File: src/rtl/cpu_pkg.sv
// Shared CPU definitions: opcode constants, fetch FSM state type and
// fetch-unit defaults. Imported by the fetch unit and the next-PC logic.
package cpu_pkg;

    // Primary opcode field values (instr[31:26])
    localparam logic [5:0] OP_RTYPE = 6'b000000;
    localparam logic [5:0] OP_LW    = 6'b100011;
    localparam logic [5:0] OP_SW    = 6'b101011;
    localparam logic [5:0] OP_BEQ   = 6'b000100;
    localparam logic [5:0] OP_J     = 6'b000010;

    // Fetch-unit defaults
    localparam int          DEFAULT_ADDR_W   = 32;
    localparam logic [31:0] DEFAULT_RESET_PC = 32'h0000_0000;

    // Fetch sequencing: IDLE only after reset, then FETCH <-> ISSUE
    typedef enum logic [1:0] {
        IDLE  = 2'd0,
        FETCH = 2'd1,
        ISSUE = 2'd2
    } fetch_state_t;

    // Extract the opcode field of an instruction word
    function automatic logic [5:0] opcode_of(input logic [31:0] word);
        return word[31:26];
    endfunction

endpackage

File: src/rtl/next_pc_calc.sv
// Next-PC selection for the current instruction. Pure combinational so the
// multi-cycle controller can reuse it. Priority: jump > branch > fall-through.
// All arithmetic wraps modulo 2^ADDR_W. Jump target needs ADDR_W >= 29.
module next_pc_calc
    import cpu_pkg::*;
#(
    parameter int ADDR_W = DEFAULT_ADDR_W
) (
    input  logic [ADDR_W-1:0] pc_plus4,
    input  logic [31:0]       instr,
    input  logic              jump,
    input  logic              branch_taken,
    output logic [ADDR_W-1:0] next_pc
);

    logic [ADDR_W-1:0] jump_target;
    logic [ADDR_W-1:0] branch_off;
    logic [ADDR_W-1:0] branch_target;
    logic              unused_opcode;

    // Opcode bits are decoded by the controller, not here
    assign unused_opcode = ^instr[31:26];

    // Region-relative jump: keep the top nibble of pc+4, word-aligned index
    assign jump_target = {pc_plus4[ADDR_W-1:28], instr[25:0], 2'b00};

    // Sign-extended word offset, pre-shifted to a byte offset
    assign branch_off = {{(ADDR_W-18){instr[15]}}, instr[15:0], 2'b00};

    // Wraps naturally because the sum is truncated to ADDR_W
    assign branch_target = pc_plus4 + branch_off;

    // Redirect priority: jump overrides a simultaneous taken branch
    always_comb begin
        next_pc = pc_plus4;
        if (jump)
            next_pc = jump_target;
        else if (branch_taken)
            next_pc = branch_target;
    end

endmodule

File: src/rtl/instr_fetch_unit.sv
// Instruction fetch unit: owns the PC, fetches one word at a time from
// instruction memory over a req/ready handshake, holds it in the
// instruction register until the datapath retires it, then redirects.
module instr_fetch_unit
    import cpu_pkg::*;
#(
    parameter int          ADDR_W   = DEFAULT_ADDR_W,
    parameter logic [31:0] RESET_PC = DEFAULT_RESET_PC
) (
    input  logic              clk,
    input  logic              rst,
    output logic              imem_req,
    output logic [ADDR_W-1:0] imem_addr,
    input  logic              imem_ready,
    input  logic [31:0]       imem_rdata,
    output logic [31:0]       instr,
    output logic [5:0]        OP,
    output logic              instr_valid,
    input  logic              instr_accept,
    input  logic              jump,
    input  logic              branch_taken,
    output logic [ADDR_W-1:0] pc,
    output logic [ADDR_W-1:0] pc_plus4
);

    fetch_state_t      state, state_nxt;
    logic [ADDR_W-1:0] next_pc;
    logic              capture;
    logic              retire;

    // A response only counts while a request is outstanding
    assign capture = (state == FETCH) && imem_ready;
    // Accept outside ISSUE is ignored, so it can never move the PC
    assign retire  = (state == ISSUE) && instr_accept;

    assign pc_plus4  = pc + ADDR_W'(4);
    assign imem_addr = pc;

    next_pc_calc #(
        .ADDR_W(ADDR_W)
    ) u_next_pc (
        .pc_plus4    (pc_plus4),
        .instr       (instr),
        .jump        (jump),
        .branch_taken(branch_taken),
        .next_pc     (next_pc)
    );

    // State register; async reset kills req/valid in the same cycle
    always_ff @(posedge clk or posedge rst) begin
        if (rst)
            state <= IDLE;
        else
            state <= state_nxt;
    end

    // Next-state logic: one instruction in flight at a time
    always_comb begin
        state_nxt = state;
        case (state)
            IDLE:    state_nxt = FETCH;
            FETCH:   if (capture) state_nxt = ISSUE;
            ISSUE:   if (retire)  state_nxt = FETCH;
            default: state_nxt = IDLE;
        endcase
    end

    // Outputs decoded from state; OP is zero whenever no instruction is held
    always_comb begin
        imem_req    = (state == FETCH);
        instr_valid = (state == ISSUE);
        OP          = instr_valid ? opcode_of(instr) : 6'd0;
    end

    // PC advances only when the current instruction retires
    always_ff @(posedge clk or posedge rst) begin
        if (rst)
            pc <= RESET_PC[ADDR_W-1:0];
        else if (retire)
            pc <= next_pc;
    end

    // Instruction register loads on the handshake and then holds stable
    always_ff @(posedge clk or posedge rst) begin
        if (rst)
            instr <= 32'd0;
        else if (capture)
            instr <= imem_rdata;
    end

endmodule

File: config.mk
export PLATFORM = sky130hd
export DESIGN_NAME = instr_fetch_unit
export DESIGN_NICKNAME = d
export VERILOG_FILES = /design/src/rtl/cpu_pkg.sv /design/src/rtl/next_pc_calc.sv /design/src/rtl/instr_fetch_unit.sv
export SDC_FILE = /design/constraint.sdc
export NUM_CORES = 1
export LEC_CHECK = 0
export ABC_CLOCK_PERIOD_IN_PS = 4500
export CORE_MARGIN = 2
export CORE_UTILIZATION = 47
export DETAILED_ROUTE_END_ITERATION = 16
export PLACE_DENSITY = 0.82
export SKIP_CTS_REPAIR_TIMING = 1
export SLEW_MARGIN = 20
export SYNTH_ARGS = -nofsm -noshare
export SYNTH_HDL_FRONTEND = slang
export SYNTH_SLANG_ARGS = --single-unit
File: constraint.sdc
create_clock -name clk -period 4.5 [get_ports clk]
set_input_delay 0.45 -clock clk [delete_from_list [all_inputs] [get_ports clk]]
set_output_delay 0.45 -clock clk [all_outputs]
set_load 0.005 [all_outputs]
==> flow_summary.yaml, run 1 <==
worst_setup_path:
  endpoint_kind: "register"
  worst_r2r_path_depth: 15
  regToRegSetupSlack_ns: 0.37
  crit_required_ns: 4.74
  cp.arrival_ns: 4.37
  regToRegEndpoint: "imem_addr[31]"
  cp_max_fo: 7
  start_kind: "register"
  regToRegStartpoint: "imem_addr[6]"
  timing.setup.critical_path_class: "register to register"
place:
  placement_stage_worst_setup_slack_ns: 0.526
  placed_cell_area_um2: 6870
  dpl.hpwl_um: 12700
  place_congestion: 0.885
  dp_cells: 866
  port-buffer-count: 167
die:
  die_width_um: 110
  floorplan.core_area_um2: 10900
  die_area_um2: 12200
  starting_density_pct: 48.7
  fp-row-count: 38
  pin_count: 174
  fp.dieH_um: 110
yosys:
  synthesized_netlist_cell_count: 607
  async_reset_ff_share_pct: 100
  distinct_cell_type_count_after_synthesis: 65
  synthDominantCellAreaShare_pct: 30.1
  number_of_enable_type_register_cells_in_the_synthesized_netlist: 0
  synth_common_cells: "sky130_fd_sc_hd__dfrtp_1, sky130_fd_sc_hd__nand2_1, sky130_fd_sc_hd__a21oi_1, sky130_fd_sc_hd__buf_4, sky130_fd_sc_hd__ha_1"
  synthesis.area_um2: 5320
  synth_sequential_area_ratio_pct: 30.1
  synth_flop_cell: "sky130_fd_sc_hd__dfrtp_1"
  synthMostInstantiatedCell: "sky130_fd_sc_hd__dfrtp_1"
  synth.ff_latch_count: 64
  synth.largest_area_cell: "sky130_fd_sc_hd__dfrtp_1"
  syn-mean-instance-area_um2: 8.77
  yosys-top-cells-area: "sky130_fd_sc_hd__dfrtp_1, sky130_fd_sc_hd__ha_1, sky130_fd_sc_hd__mux2_2"
  synth-warning-count: 0
clocking:
  cts_max_level: 3
  ctsLongestPathBuffers: 2
  tritoncts_clock_tree: "done"
  clkTransAtPathRegs_ns: 0.06
  tritoncts_num_sinks: 64
  cts_inserted_buffers: 9
  cts_root_buffer: "sky130_fd_sc_hd__clkbuf_16"
  worstSkewPairLatency_ns: 0.33
final_layout:
  final_area_um2: 7190
  post_layout_nonfiller_instances: 882
  finish.net_count: 812
  syn_to_final_growth_pct: 35.1
  layout.filler_cells: 934
  postLayoutCoreUtil_pct: 65.7
  drive_above_1_share_pct: 9.03
  num_antenna_cells: 0
route:
  detailed_routing_iteration_count_for_the_pre_antenna_repair_pass: 5
  drt-wirelength-per-cell_um: 19.2
  drt_iter0_drc: 355
  drt-total-wl_um: 17000
  drt_drc_violations_left: 0
  route.detailed.vias_per_inst: 5.84
  dr_total_vias: 5154
  ant_nets: 0
flow_run:
  number_of_maximum_capacitance_constraint_violations: 0
worst_hold_path:
  timing.hold.worst.class: "register to register"
  min-delay-start: "state[1]"
  hold-path-endpoint: "state[0]"
  min_path_cells: 1
pwr:
  vdd.ir_drop.worst_mv: 0.509
  post-layout-total-power_mw: 6.45
  power_per_cell_area_nw_per_um2: 897
  static-leakage-power_nw: 3.14
sta:
  report.final.setup_viol: 0
  finalHoldViolCount: 0
  headroom_to_the_max_slew_limit_pct: 29.9
  finalHoldWorstSlack_ns: 0.511
  layout_setup_ws_ns: 0.368
  rsz_0062_raised_after_global_routing: "false"
  timing.setup.tns_ns: 0
  min_period_over_period_pct: 91.8
  timing.final.crit_period_ns: 4.13
  number_of_max_slew_violations_in_the_final_report: 0
  worst_pin_slew_ns: 1.05
  clock_skew_ns: 0.00578
  fmax_ghz: 0.242
grt:
  grt_pass1_vias: 5164
  grt_antenna_before_repair: 0
  grtUsageTotal_pct: 27.2
  global_route_wire_length_before_repair_um: 27300
  grt_max_degree: 39
  global_route.overflow_total: 0
run_status:
  status: "finished, final reports clean"
where the power goes:
part | switching [mW] | internal (mW)
logic | 2.14 | 2.25
clock network | 0.254 | 0.500
registers | 0.448 | 0.856
layer usage:
layer / up-vias / wire length [um] / global-route usage (%)
met2: 259 / 8340 / 45.9
li1: 2391 / - / -
met3: 32 / 1240 / 5.65
met4: 0 / 359 / 8.58
met5: - / 0 / 0
met1: 2472 / 7030 / 34.8
kinds of logic after synthesis:
logic type | synth area share (%)
adders and majority gates | 8.84
muxes | 8.09
other | 0.0705
and+or+nand+nor | 16.0
DFF | 30.1
AOI/OAI and AO/OA | 20.4
buffers and inverters | 7.76
xor gates and xnor gates | 8.72
state kept, by name (all words and copies together), names as in the netlist:
name       cells
imem_addr     30
instr         32
state          2
cell type report:
cell class                 instances  area (um^2)  share of cell area (%)
sequential                        64         1600                    22.3
tap                              140          175                    2.44
multi-input combinational        475         3330                    46.3
clock inverter                     3         65.1                   0.905
timing repair buffer             173         1720                    23.9
inverter                          14         52.6                   0.731
clock buffer                      13          250                    3.48
cells in the final DEF (no fill, tap or decap), drive strengths merged, types with 6 or more instances in the layout:
master,netlist,routed
a211oi,9,9
a21o,20,20
a21oi,55,55
and2,10,10
and3,12,12
buf,42,6
clkbuf,17,13
clkdlybuf4s50,0,167
conb,1,6
dfrtp,64,64
ha,36,36
inv,13,13
mux2,32,32
mux2i,7,7
nand2,61,61
nand3,22,22
nand4,9,9
nor2,34,34
o21ai,47,47
o21bai,6,6
xnor2,31,31
xor2,22,22
worst max-delay path by stage:
stage | from | end | depth (start not counted)
after global routing | imem_addr[6] | imem_addr[31] | 15
final | imem_addr[6] | imem_addr[31] | 15
after detailed placement | imem_addr[7] | imem_addr[31] | 15
after CTS | imem_addr[6] | imem_addr[31] | 15
after floorplan | imem_addr[7] | imem_addr[31] | 15
after global placement | imem_addr[7] | imem_addr[31] | 15
worst max-delay path, cell delays in order, from the launching register on:
cell and delay, ns:
sky130_fd_sc_hd__dfrtp_1 0.48, sky130_fd_sc_hd__and3_1 0.23, sky130_fd_sc_hd__nand3_1 0.27, sky130_fd_sc_hd__nor2_1 0.39, sky130_fd_sc_hd__nand3_1 0.17, sky130_fd_sc_hd__xnor2_1 0.42, sky130_fd_sc_hd__ha_1 0.34, sky130_fd_sc_hd__and2_1 0.18
sky130_fd_sc_hd__a21oi_2 0.18, sky130_fd_sc_hd__nor4bb_1 0.30, sky130_fd_sc_hd__o31a_1 0.23, sky130_fd_sc_hd__o21ai_2 0.09, sky130_fd_sc_hd__a211oi_2 0.20, sky130_fd_sc_hd__xnor2_1 0.11, sky130_fd_sc_hd__and3_1 0.24, sky130_fd_sc_hd__o31ai_2 0.20
Power figures use the tool's default switching activity.
==> run 2, diff against run 1 <==
--- a/config.mk
+++ b/config.mk
@@ -5,9 +5,10 @@
 export SDC_FILE = /design/constraint.sdc
 export NUM_CORES = 1
 export LEC_CHECK = 0
-export ABC_CLOCK_PERIOD_IN_PS = 4500
+export ABC_AREA = 1
+export ABC_CLOCK_PERIOD_IN_PS = 4750
 export CORE_MARGIN = 2
-export CORE_UTILIZATION = 47
+export CORE_UTILIZATION = 50
 export DETAILED_ROUTE_END_ITERATION = 16
 export PLACE_DENSITY = 0.82
 export SKIP_CTS_REPAIR_TIMING = 1
==> constraint.sdc (replaced) <==
create_clock -name clk -period 4.75 [get_ports clk]
set_input_delay 0.475 -clock clk [delete_from_list [all_inputs] [get_ports clk]]
set_output_delay 0.475 -clock clk [all_outputs]
set_load 0.005 [all_outputs]
==> run 2 against run 1 <==
Against the previous run:
- clock power decreased by 3.2%
- global-route usage increased by 6.2 points
- fmax up 16%
==> flow_summary.yaml, run 2 <==
route:
  dr_total_vias: 7259
  drt_iter0_drc: 766
  ant_nets: 0
  drt-wirelength-per-cell_um: 17.2
  drt_drc_violations_left: 0
  drt-total-wl_um: 22900
  detailed_routing_iteration_count_for_the_pre_antenna_repair_pass: 5
  route.detailed.vias_per_inst: 5.47
worst_setup_path:
  crit_required_ns: 5.03
  start_kind: "register"
  regToRegSetupSlack_ns: 1.19
  worst_r2r_path_depth: 17
  regToRegStartpoint: "imem_addr[2]"
  endpoint_kind: "register"
  cp_max_fo: 7
  timing.setup.critical_path_class: "register to register"
  regToRegEndpoint: "imem_addr[18]"
  cp.arrival_ns: 3.84
sta:
  worst_pin_slew_ns: 0.929
  fmax_ghz: 0.281
  finalHoldViolCount: 0
  rsz_0062_raised_after_global_routing: "false"
  timing.setup.tns_ns: 0
  clock_skew_ns: 0.00650
  timing.final.crit_period_ns: 3.56
  layout_setup_ws_ns: 1.19
  report.final.setup_viol: 0
  headroom_to_the_max_slew_limit_pct: 38.0
  min_period_over_period_pct: 75.0
  number_of_max_slew_violations_in_the_final_report: 0
final_layout:
  largest_register: "instr"
  most_common_cell_after_layout_fill_and_taps_aside: "sky130_fd_sc_hd__nand2_1"
  seq_area_um2: 1600
  syn_to_final_growth_pct: 29.8
  footprint_of_the_multi_input_gates_um2: 3880
  drive_above_1_share_pct: 6.49
  post_layout_nonfiller_instances: 1327
  leading_cell_types_in_the_layout_fill_and_taps_excluded: "sky130_fd_sc_hd__nand2_1, sky130_fd_sc_hd__clkdlybuf4s50_1, sky130_fd_sc_hd__inv_1"
  finish.net_count: 1226
  final_area_um2: 8370
  largest_reg_flops: 32
  num_antenna_cells: 0
  layout.filler_cells: 1178
yosys:
  synthMostInstantiatedCell: "sky130_fd_sc_hd__nand2_1"
  synthDominantCellAreaShare_pct: 24.8
  distinct_cell_type_count_after_synthesis: 44
  synth-warning-count: 0
  async_reset_ff_share_pct: 100
  synth_flop_cell: "sky130_fd_sc_hd__dfrtp_1"
  number_of_enable_type_register_cells_in_the_synthesized_netlist: 0
  synth_sequential_area_ratio_pct: 24.8
  syn-mean-instance-area_um2: 6.34
  synthesized_netlist_cell_count: 1017
  synth_common_cells: "sky130_fd_sc_hd__nand2_1, sky130_fd_sc_hd__inv_1, sky130_fd_sc_hd__nor2_1, sky130_fd_sc_hd__nand3_1"
  synthesis.area_um2: 6440
  synth.largest_area_cell: "sky130_fd_sc_hd__dfrtp_1"
  yosys-top-cells-area: "sky130_fd_sc_hd__dfrtp_1, sky130_fd_sc_hd__nand2_1, sky130_fd_sc_hd__inv_1"
  synth.ff_latch_count: 64
die:
  die_width_um: 118
  starting_density_pct: 51.1
  die_area_um2: 13800
  pin_count: 174
  fp-row-count: 41
  fp.dieH_um: 118
  floorplan.core_area_um2: 12600
grt:
  grtUsageTotal_pct: 33.4
  global_route_wire_length_before_repair_um: 36300
  grt_antenna_before_repair: 0
  grt_max_degree: 47
  grt_pass1_vias: 6907
  global_route.overflow_total: 0
pwr:
  vdd.ir_drop.worst_mv: 0.540
  static-leakage-power_nw: 4.31
  post-layout-total-power_mw: 7.04
  clock_power_share_pct: 10.4
  combinationalPowerShare_pct: 71.6
  switchingPower_mw: 3.55
  power.share.sequential_pct: 18.0
  power_per_cell_area_nw_per_um2: 841
  switching_share_pct: 50.5
  cellInternalPower_mw: 3.48
clocking:
  tritoncts_clock_tree: "done"
  worstSkewPairLatency_ns: 0.35
  ctsLongestPathBuffers: 2
  cts_inserted_buffers: 9
  clkTransAtPathRegs_ns: 0.06
  tritoncts_num_sinks: 64
  cts_max_level: 3
  cts_root_buffer: "sky130_fd_sc_hd__clkbuf_16"
worst_hold_path:
  timing.hold.worst.class: "input port to asynchronous set/reset pin"
place:
  port-buffer-count: 167
  placement_stage_worst_setup_slack_ns: 1.26
  place_congestion: 1.02
  dpl.hpwl_um: 17700
  placed_cell_area_um2: 8050
  dp_cells: 1312
flow_run:
  number_of_maximum_capacitance_constraint_violations: 0
run_status:
  status: "finished, final reports clean"
[run 2: layout make-up]
| type | instances | area share (%) |
|---|---|---|
| Sequential cell | 64 | 19.1 |
| Timing Repair Buffer | 172 | 20.4 |
| Multi-Input combinational cell | 733 | 46.4 |
| Inverter | 171 | 7.67 |
| Clock buffer | 10 | 2.86 |
| Tap cell | 172 | 2.57 |
| Clock inverter | 5 | 0.972 |
[run 2: layer usage]
layer,up-vias,track usage (%),share of wire (%)
li1,3429,-,-
met1,3319,43.5,40
met2,444,53.6,44
met3,67,8.53,12
met4,0,12.0,3.3
met5,-,0,0
[run 2: critical path, stage by stage (launching register included)]
cell                      delay [ns]
sky130_fd_sc_hd__dfrtp_1        0.52
sky130_fd_sc_hd__ha_1           0.30
sky130_fd_sc_hd__nand3_1        0.23
sky130_fd_sc_hd__nor2_1         0.15
sky130_fd_sc_hd__nand2_1        0.10
sky130_fd_sc_hd__nor2_1         0.27
sky130_fd_sc_hd__xor2_1         0.21
sky130_fd_sc_hd__inv_1          0.09
sky130_fd_sc_hd__ha_1           0.39
sky130_fd_sc_hd__nand2_1        0.13
sky130_fd_sc_hd__nor2_1         0.24
sky130_fd_sc_hd__nand2_1        0.11
sky130_fd_sc_hd__inv_1          0.06
sky130_fd_sc_hd__nand2_1        0.06
sky130_fd_sc_hd__nand2_1        0.08
sky130_fd_sc_hd__xor2_1         0.26
sky130_fd_sc_hd__o21ai_0        0.14
sky130_fd_sc_hd__a21oi_1        0.14
[run 2: per-stage QoR]
stage | hold slack (ns) | util (%)
3_3_place_gp | 0.479 | 63.8
2_1_floorplan | 0.458 | -
6_report | 0.498 | 66.3
4_1_cts | 0.490 | 66.3
3_5_place_dp | 0.481 | 63.8
5_1_grt | 0.535 | 66.3
[run 2: worst max path at each step]
stage	cells past startpoint	start	slack (ns)	endpoint
2_1_floorplan	20	imem_addr[2]	1.89	imem_addr[29]
6_report	17	imem_addr[2]	1.19	imem_addr[18]
3_5_place_dp	18	imem_addr[2]	1.26	imem_addr[21]
5_1_grt	18	imem_addr[2]	0.83	imem_addr[21]
4_1_cts	18	imem_addr[2]	1.22	imem_addr[21]
3_3_place_gp	18	imem_addr[2]	1.34	imem_addr[21]
[run 2: logic make-up (layout without fill, tap and decap cells)]
logic type | Yosys count | after routing | share of synthesized area [%]
fa+ha+maj | 37 | 37 | 7.30
buf+inv | 225 | 358 | 15.3
flops | 64 | 64 | 24.8
other cells | 1 | 6 | 0.0582
compound gates | 122 | 122 | 11.0
xor+xnor | 19 | 19 | 2.58
mux | 23 | 23 | 4.02
simple gates | 526 | 526 | 34.9
[run 2: power groups by stage]
stage                     Clock (mW)  Sequential (mW)  Combinational (mW)
after floorplan                    0             1.14                3.09
after global placement             0             1.25                4.86
after detailed placement           0             1.25                4.91
after CTS                      0.736             1.25                4.95
after global routing           0.759             1.30                5.56
final                          0.730             1.27                5.04
